File: config.mk
export PLATFORM = sky130hd
export DESIGN_NAME = hachure_gpio
export DESIGN_NICKNAME = d
export VERILOG_FILES = /design/src/rtl/hachure_gpio.sv
export SDC_FILE = /design/constraint.sdc
export NUM_CORES = 1
export LEC_CHECK = 0
export ABC_AREA = 1
export ABC_CLOCK_PERIOD_IN_PS = 1300
export BUFFER_PORTS_ARGS = -buffer_cell sky130_fd_sc_hd__buf_2
export CORE_AREA = 2 2 61 120
export CTS_BUF_LIST = sky130_fd_sc_hd__clkbuf_8
export DETAILED_ROUTE_END_ITERATION = 8
export DIE_AREA = 0 0 63 122
export PLACE_DENSITY = 0.69
export SLEW_MARGIN = 20
export SYNTH_ARGS = -nofsm -noshare
export SYNTH_HDL_FRONTEND = slang
export SYNTH_SLANG_ARGS = --single-unit
File: constraint.sdc
create_clock -name clk_i -period 1.3 [get_ports clk_i]
set_clock_uncertainty 0.05 [all_clocks]
set_input_delay 0.065 -clock clk_i [delete_from_list [all_inputs] [get_ports clk_i]]
set_output_delay 0.065 -clock clk_i [all_outputs]
set_load 0.05 [all_outputs]
File: src/rtl/hachure_gpio.sv
// hachure_gpio: Wishbone-slave GPIO block for the programmable bidir pads.
// Holds per-pin output, output-enable and pad-configuration registers,
// synchronises the pad inputs, and raises a level interrupt on enabled edges.
module hachure_gpio #(
   parameter int NGPIO       = 4,
   parameter int SYNC_STAGES = 2
) (
   input  logic             clk_i,
   input  logic             rst_in,
   input  logic             wb_cyc_i,
   input  logic             wb_stb_i,
   input  logic             wb_we_i,
   input  logic [3:0]       wb_adr_i,
   input  logic [31:0]      wb_dat_i,
   input  logic [3:0]       wb_sel_i,
   output logic [31:0]      wb_dat_o,
   output logic             wb_ack_o,
   input  logic [NGPIO-1:0] gpi_i,
   output logic [NGPIO-1:0] gpo_o,
   output logic [NGPIO-1:0] gpeo_o,
   output logic [NGPIO-1:0] gpcs_o,
   output logic [NGPIO-1:0] gpsl_o,
   output logic [NGPIO-1:0] gppu_o,
   output logic [NGPIO-1:0] gppd_o,
   output logic             irq_o
);

   localparam logic [3:0] ADR_IN      = 4'h0;
   localparam logic [3:0] ADR_OUT     = 4'h1;
   localparam logic [3:0] ADR_OE      = 4'h2;
   localparam logic [3:0] ADR_CS      = 4'h3;
   localparam logic [3:0] ADR_SL      = 4'h4;
   localparam logic [3:0] ADR_PU      = 4'h5;
   localparam logic [3:0] ADR_PD      = 4'h6;
   localparam logic [3:0] ADR_OUT_SET = 4'h7;
   localparam logic [3:0] ADR_OUT_CLR = 4'h8;
   localparam logic [3:0] ADR_RISE_EN = 4'h9;
   localparam logic [3:0] ADR_FALL_EN = 4'hA;
   localparam logic [3:0] ADR_PEND    = 4'hB;

   logic [NGPIO-1:0] out_q, out_d, oe_q, oe_d, cs_q, cs_d, sl_q, sl_d;
   logic [NGPIO-1:0] pu_q, pu_d, pd_q, pd_d;
   logic [NGPIO-1:0] rise_en_q, rise_en_d, fall_en_q, fall_en_d;
   logic [NGPIO-1:0] pend_q, pend_d, prev_q, prev_d;
   logic [SYNC_STAGES-1:0][NGPIO-1:0] sync_q, sync_d;
   logic             ack_q, ack_d;
   logic [31:0]      dat_q, dat_d;

   logic             access, wr;
   logic [NGPIO-1:0] wdata, in_w, pend_set, pend_clr, rdata;
   logic             unused_bits;

   // Upper data lanes and byte selects never reach a register (NGPIO <= 8).
   assign unused_bits = ^{wb_dat_i[31:NGPIO], wb_sel_i[3:1]};

   assign in_w = sync_q[SYNC_STAGES-1];

   // Bus decode, register next-state, edge detection and read mux.
   always_comb begin
      out_d     = out_q;
      oe_d      = oe_q;
      cs_d      = cs_q;
      sl_d      = sl_q;
      pu_d      = pu_q;
      pd_d      = pd_q;
      rise_en_d = rise_en_q;
      fall_en_d = fall_en_q;
      pend_clr  = '0;
      rdata     = '0;
      dat_d     = '0;

      // A new access is accepted only while ack is low, so ack pulses at most every other cycle.
      access = wb_cyc_i & wb_stb_i & ~ack_q;
      wr     = access & wb_we_i & wb_sel_i[0];
      wdata  = wb_dat_i[NGPIO-1:0];
      ack_d  = access;

      // Input path: shift the pads through the synchroniser; prev trails IN by one cycle.
      sync_d = {sync_q[SYNC_STAGES-2:0], gpi_i};
      prev_d = in_w;

      // Edge events use the enables as they stood before this edge, so enable writes are never retroactive.
      pend_set = (in_w & ~prev_q & rise_en_q) | (~in_w & prev_q & fall_en_q);

      if (wr) begin
         case (wb_adr_i)
            ADR_OUT:     out_d     = wdata;
            ADR_OE:      oe_d      = wdata;
            ADR_CS:      cs_d      = wdata;
            ADR_SL:      sl_d      = wdata;
            ADR_PU:      pu_d      = wdata;
            ADR_PD:      pd_d      = wdata;
            ADR_OUT_SET: out_d     = out_q | wdata;
            ADR_OUT_CLR: out_d     = out_q & ~wdata;
            ADR_RISE_EN: rise_en_d = wdata;
            ADR_FALL_EN: fall_en_d = wdata;
            ADR_PEND:    pend_clr  = wdata;
            default:     ;
         endcase
      end

      // Set after clear: a new event on the same edge as a W1C keeps the bit.
      pend_d = (pend_q & ~pend_clr) | pend_set;

      case (wb_adr_i)
         ADR_IN:      rdata = in_w;
         ADR_OUT:     rdata = out_q;
         ADR_OE:      rdata = oe_q;
         ADR_CS:      rdata = cs_q;
         ADR_SL:      rdata = sl_q;
         ADR_PU:      rdata = pu_q;
         ADR_PD:      rdata = pd_q;
         ADR_RISE_EN: rdata = rise_en_q;
         ADR_FALL_EN: rdata = fall_en_q;
         ADR_PEND:    rdata = pend_q;
         default:     rdata = '0;
      endcase

      if (access && !wb_we_i) begin
         dat_d = 32'(rdata);
      end
   end

   // State registers with synchronous active-low reset.
   always_ff @(posedge clk_i) begin
      if (!rst_in) begin
         out_q     <= '0;
         oe_q      <= '0;
         cs_q      <= '0;
         sl_q      <= '1;
         pu_q      <= '0;
         pd_q      <= '1;
         rise_en_q <= '0;
         fall_en_q <= '0;
         pend_q    <= '0;
         prev_q    <= '0;
         sync_q    <= '0;
         ack_q     <= 1'b0;
         dat_q     <= '0;
      end else begin
         out_q     <= out_d;
         oe_q      <= oe_d;
         cs_q      <= cs_d;
         sl_q      <= sl_d;
         pu_q      <= pu_d;
         pd_q      <= pd_d;
         rise_en_q <= rise_en_d;
         fall_en_q <= fall_en_d;
         pend_q    <= pend_d;
         prev_q    <= prev_d;
         sync_q    <= sync_d;
         ack_q     <= ack_d;
         dat_q     <= dat_d;
      end
   end

   assign gpo_o    = out_q;
   assign gpeo_o   = oe_q;
   assign gpcs_o   = cs_q;
   assign gpsl_o   = sl_q;
   assign gppu_o   = pu_q;
   assign gppd_o   = pd_q;
   assign irq_o    = |pend_q;
   assign wb_ack_o = ack_q;
   assign wb_dat_o = dat_q;

endmodule
== After elaboration in Yosys (flattened, before gate mapping) ==
Index checks and enable logic that the tools add are counted.
Word-level totals
  flip-flop bits (word level): 81
  input bits: 49
  output and inout port bits: 58
  logic and storage cells: 62
Cells by class
  equal/unequal tests: 11
  muxes and demuxes: 4
  bitwise logic cells: 18
  reductions and logical operators: 14
Operator list (number)
  case mux 4 bit (10 select lines): 1
  bitwise AND 4 bit: 6
  AND reduction 2 bit: 9
  equality test 4 x 3 -> 1 bit (second input constant): 4
  equality test 4 bit (second input constant): 4
  NOT 4 bit: 4
  bitwise OR 4 bit: 3
  case mux 4 bit (3 select lines): 1
  equality test 4 x 2 -> 1 bit (second input constant): 2
  2-to-1 mux 4 bit: 2
  bitwise AND 1 bit: 4
  equality test 4 x 1 -> 1 bit (second input constant): 1
  zero test 4 bit: 1
  OR reduction 4 bit: 1
  nonzero test 3 bit: 1
  logical AND 1 bit: 1
  zero test 1 bit: 1
  NOT 1 bit: 1

== Logic depth before layout (Yosys ltp) ==
  depth in word-level cells: 8
  depth in mapped cells: 10
  depth with buffers taken out: 10

== Worst setup path before layout ==
OpenSTA, ideal clock, no wires.
  path type: register -> register
  start: register ack_q, in the netlist wb_ack_o
  end: register fall_en_q[0]
  setup time: 0.120 ns
  arrival time: 1.342 ns
  required time: 1.130 ns
  slack: -0.212 ns
  stages on the path, launching flop included: 8
  buffers on the path: 1
  period minus slack after synthesis: 1.512 ns
  cell sequence: dfxtp_1 -> inv_1 -> nand3_1 -> nor2_1 -> buf_4 -> nand2_1 -> o21ai_0 -> a21oi_1
Between the ends
  cells in the longest elaborated chain, start to end: 5
Ends and longest elaborated chain
  start, declared: line 46  | logic ack_q, ack_d;
  start signal, assigned: line 152  | ack_q <= ack_d;
  NOT 1 bit: line 73  | access = wb_cyc_i & wb_stb_i & ~ack_q;
  bitwise AND 1 bit: line 73
  bitwise AND 1 bit (2 in series): line 74  | wr = access & wb_we_i & wb_sel_i[0];
  AND reduction 2 bit (no line)
  end signal, assigned: line 148  | fall_en_q <= fall_en_d;
  end, declared: line 43  | logic [NGPIO-1:0] rise_en_q, rise_en_d, fall_en_q, fall_en_d;
Every way passes these cells.
A chain may end at the register's enable or synchronous reset.

== Worst setup path after layout ==
  start: register pend_q[1]
  end: output port irq_o
Between the ends
  cells in the longest elaborated chain, start to end: 1
Ends and longest elaborated chain
  start, declared: line 44  | logic [NGPIO-1:0] pend_q, pend_d, prev_q, prev_d;
  start signal, assigned: line 149  | pend_q <= pend_d;
  OR reduction 4 bit: line 163  | assign irq_o = |pend_q;
  end, declared: line 25  | output logic irq_o
Every way passes these cells.

==> out/metrics.csv <==
metric,value,unit
Fin Setup TNS,-0.781,ns
GRT Resource Usage Total,0.172,
final setup fails,18,
Worst Path Required,1.19,ns
die area,0.00769,mm2
Synth Register Bits,53,
syn_area_per_cell,6.83,um2
switching share of power,0.298,
Die Ht,122,um
Mapped Cells,384,
min cycle time layout,1.46,ns
WP data arrival,1.35,ns
ANT cells,0,
IO Pins,107,
Synth Cell Area,0.00262,mm2
Rows,43,
GR Overflow Total,0,
Hold WC Path Type,input pin to flip-flop,
fin crit share,1.12,
# port buffers,47,
Peak VDD IR,0.660,mV
Comb pwr share,0.165,
via count,2589,
Chip Width,63,um
clock buffer depth,2,
Initial Utilization,0.384,
clk sinks,53,
Final nets,511,
vias in the first global route,2140,
RSZ-0062 raised after global routing,true,
RD Place Congestion,0.923,
Area Growth Syn to Fin,37.4,%
vias per cell,4.68,
routed len/inst,12.5,um
Placed Cells incl. Taps,530,
crit-path cells,or4_4 -> buf_8,
Max stage delay on crit path,0.54,ns
number of unique standard cell types used by synthesis,20,
CTS tree,yes,
Clock power frac,0.322,
initial antenna violation count,0,
Max-cap violations,0,
worst path bufs/invs,1,
DRC violations left,0,
post-route cell area,0.00360,mm2
htree depth,2,
Root Buffer,clkbuf_8,
core area,0.00683,mm2
Antenna Violating Nets Remaining,0,
Hold Fails Final Rpt,0,
post-placement cell area,0.00302,mm2
fmax,685,MHz
CTS buffer count,5,
crit path launch type,flip-flop,
P_int,0.00226,W
YS warnings,0,
Initial DRC Count,98,
status,finished with violations,
critical path peak fanout,2,
HPWL Detailed,4840,um
Pleak,1.80,nW
Worst path top cell family by delay,simple AND/OR/NAND/NOR gates,
sequential share of power,0.513,
CP endpoint kind,primary output,
"Worst Path Class, Setup",flip-flop to primary output,
Layout Cells excl Fill,553,
final worst slack,-0.160,ns
drt first pass iters,5,
Crit-path slowest cell,or4_4,
sequential element share of the synthesized area,0.405,
pwr dens,895,mW/mm2
Final Max Slew Viols,0,
failing checks,negative setup slack,
P_sw,0.000960,W
layout cell share with drive strength beyond 1,0.322,
first-pass GRT wire length,10200,um
clock slew at reported path FFs,0.09,ns
largest net degree at the start of global routing,41,
"Clk Latency, worst-skew pair",0.31,ns
Detailed Route WL,6930,um
area by class of cell:
type / count / area, um2
clock inverter: 1 / 8.76
clock buffer: 7 / 96.3
fill: 667 / 3230
multi-input combinational: 270 / 1470
tap: 90 / 113
sequential: 53 / 1070
timing repair buffer: 79 / 591
inverter: 53 / 249
synthesized netlist by cell type:
cell type / count / area [um2]
o21ai_0: 21 / 105
buf_4: 31 / 233
or4_1: 1 / 7.51
a31oi_1: 4 / 25.0
nand2_1: 104 / 390
dfxtp_1: 53 / 1060
nand3_2: 2 / 20.0
clkbuf_1: 4 / 15.0
nor2_2: 4 / 25.0
a21oi_1: 28 / 140
inv_1: 48 / 180
nand3_1: 39 / 195
nor3_1: 4 / 20.0
inv_2: 4 / 15.0
nor2_1: 23 / 86.3
conb_1: 1 / 3.75
nand2_2: 2 / 12.5
o211ai_1: 8 / 60.1
nor2_4: 2 / 22.5
clkinv_1: 1 / 3.75
cell families after synthesis:
kind of cell / share of synthesized area
flip-flops: 0.405
other: 0.00143
buffers and inverters: 0.170
AND/OR/NAND/NOR: 0.297
AO/OA/AOI/OAI: 0.126
power by group through the flow:
stage / sequential (W) / clock, W / combinational, W
floorplan: 0.00171 / 0 / 0.000388
global placement: 0.00169 / 0 / 0.000461
detailed placement: 0.00169 / 0 / 0.000463
CTS: 0.00165 / 0.00106 / 0.000480
global route: 0.00166 / 0.00113 / 0.000566
finish: 0.00165 / 0.00104 / 0.000531
cells in the final DEF (no fill, tap or decap), drive strengths merged:
cell type	count
a31oi	4
o211ai	8
inv	50
clkbuf	8
a21oi	28
clkinv	4
nor3	4
nor2	29
o21ai	21
dlygate4sd3	4
nand2	106
dfxtp	53
conb	28
or4	1
nand3	41
buf	74
routing by layer:
layer / GRT usage / vias up / routed length (um)
met3: 0.0277 / 14 / 358
met4: 0.0639 / 0 / 173
li1: - / 1321 / -
met5: 0 / - / 0
met1: 0.219 / 1164 / 2910
met2: 0.291 / 90 / 3490
per-stage QoR:
| step | hold slack, ns | utilization | power [W] | setup WS, ns |
|---|---|---|---|---|
| 2_1_floorplan | 0.113 | - | 0.00210 | 0.0129 |
| 3_3_place_gp | 0.195 | 0.442 | 0.00215 | 0.000916 |
| 3_5_place_dp | 0.200 | 0.442 | 0.00216 | -0.0285 |
| 4_1_cts | 0.0288 | 0.473 | 0.00320 | -0.174 |
| 5_1_grt | 0.0491 | 0.527 | 0.00336 | -0.192 |
| 6_report | 0.0351 | 0.527 | 0.00322 | -0.160 |
tightest hold or removal path: stages:
cell and delay (ns):
buf_2 0.15, o21ai_2 0.07, nor2_1 0.07
path summary, 6_finish.rpt:
| kind | from | slack (ns) | depth (start not counted) | to |
|---|---|---|---|---|
| worst min register to register | sync_d[6] | 0.36 | 2 | in_w[2] |
| worst max-delay path | pend_q[1] | -0.16 | 2 | irq_o |
| worst min-delay path | wb_dat_i[2] | 0.04 | 3 | fall_en_q[2] |
| worst max register to register | wb_ack_o | -0.07 | 8 | gpsl_o[1] |
repair_timing:
action | in CTS | in global routing
buffers inserted | 4 | 6
setup endpoints to repair | 13 | 28
hold endpoints to repair | 4 | 0
gates cloned | 0 | 1
pin swaps | 2 | 6
resized for setup | 10 | 87
hold buffers | 4 | 0
(Power assumes the default switching activity.)
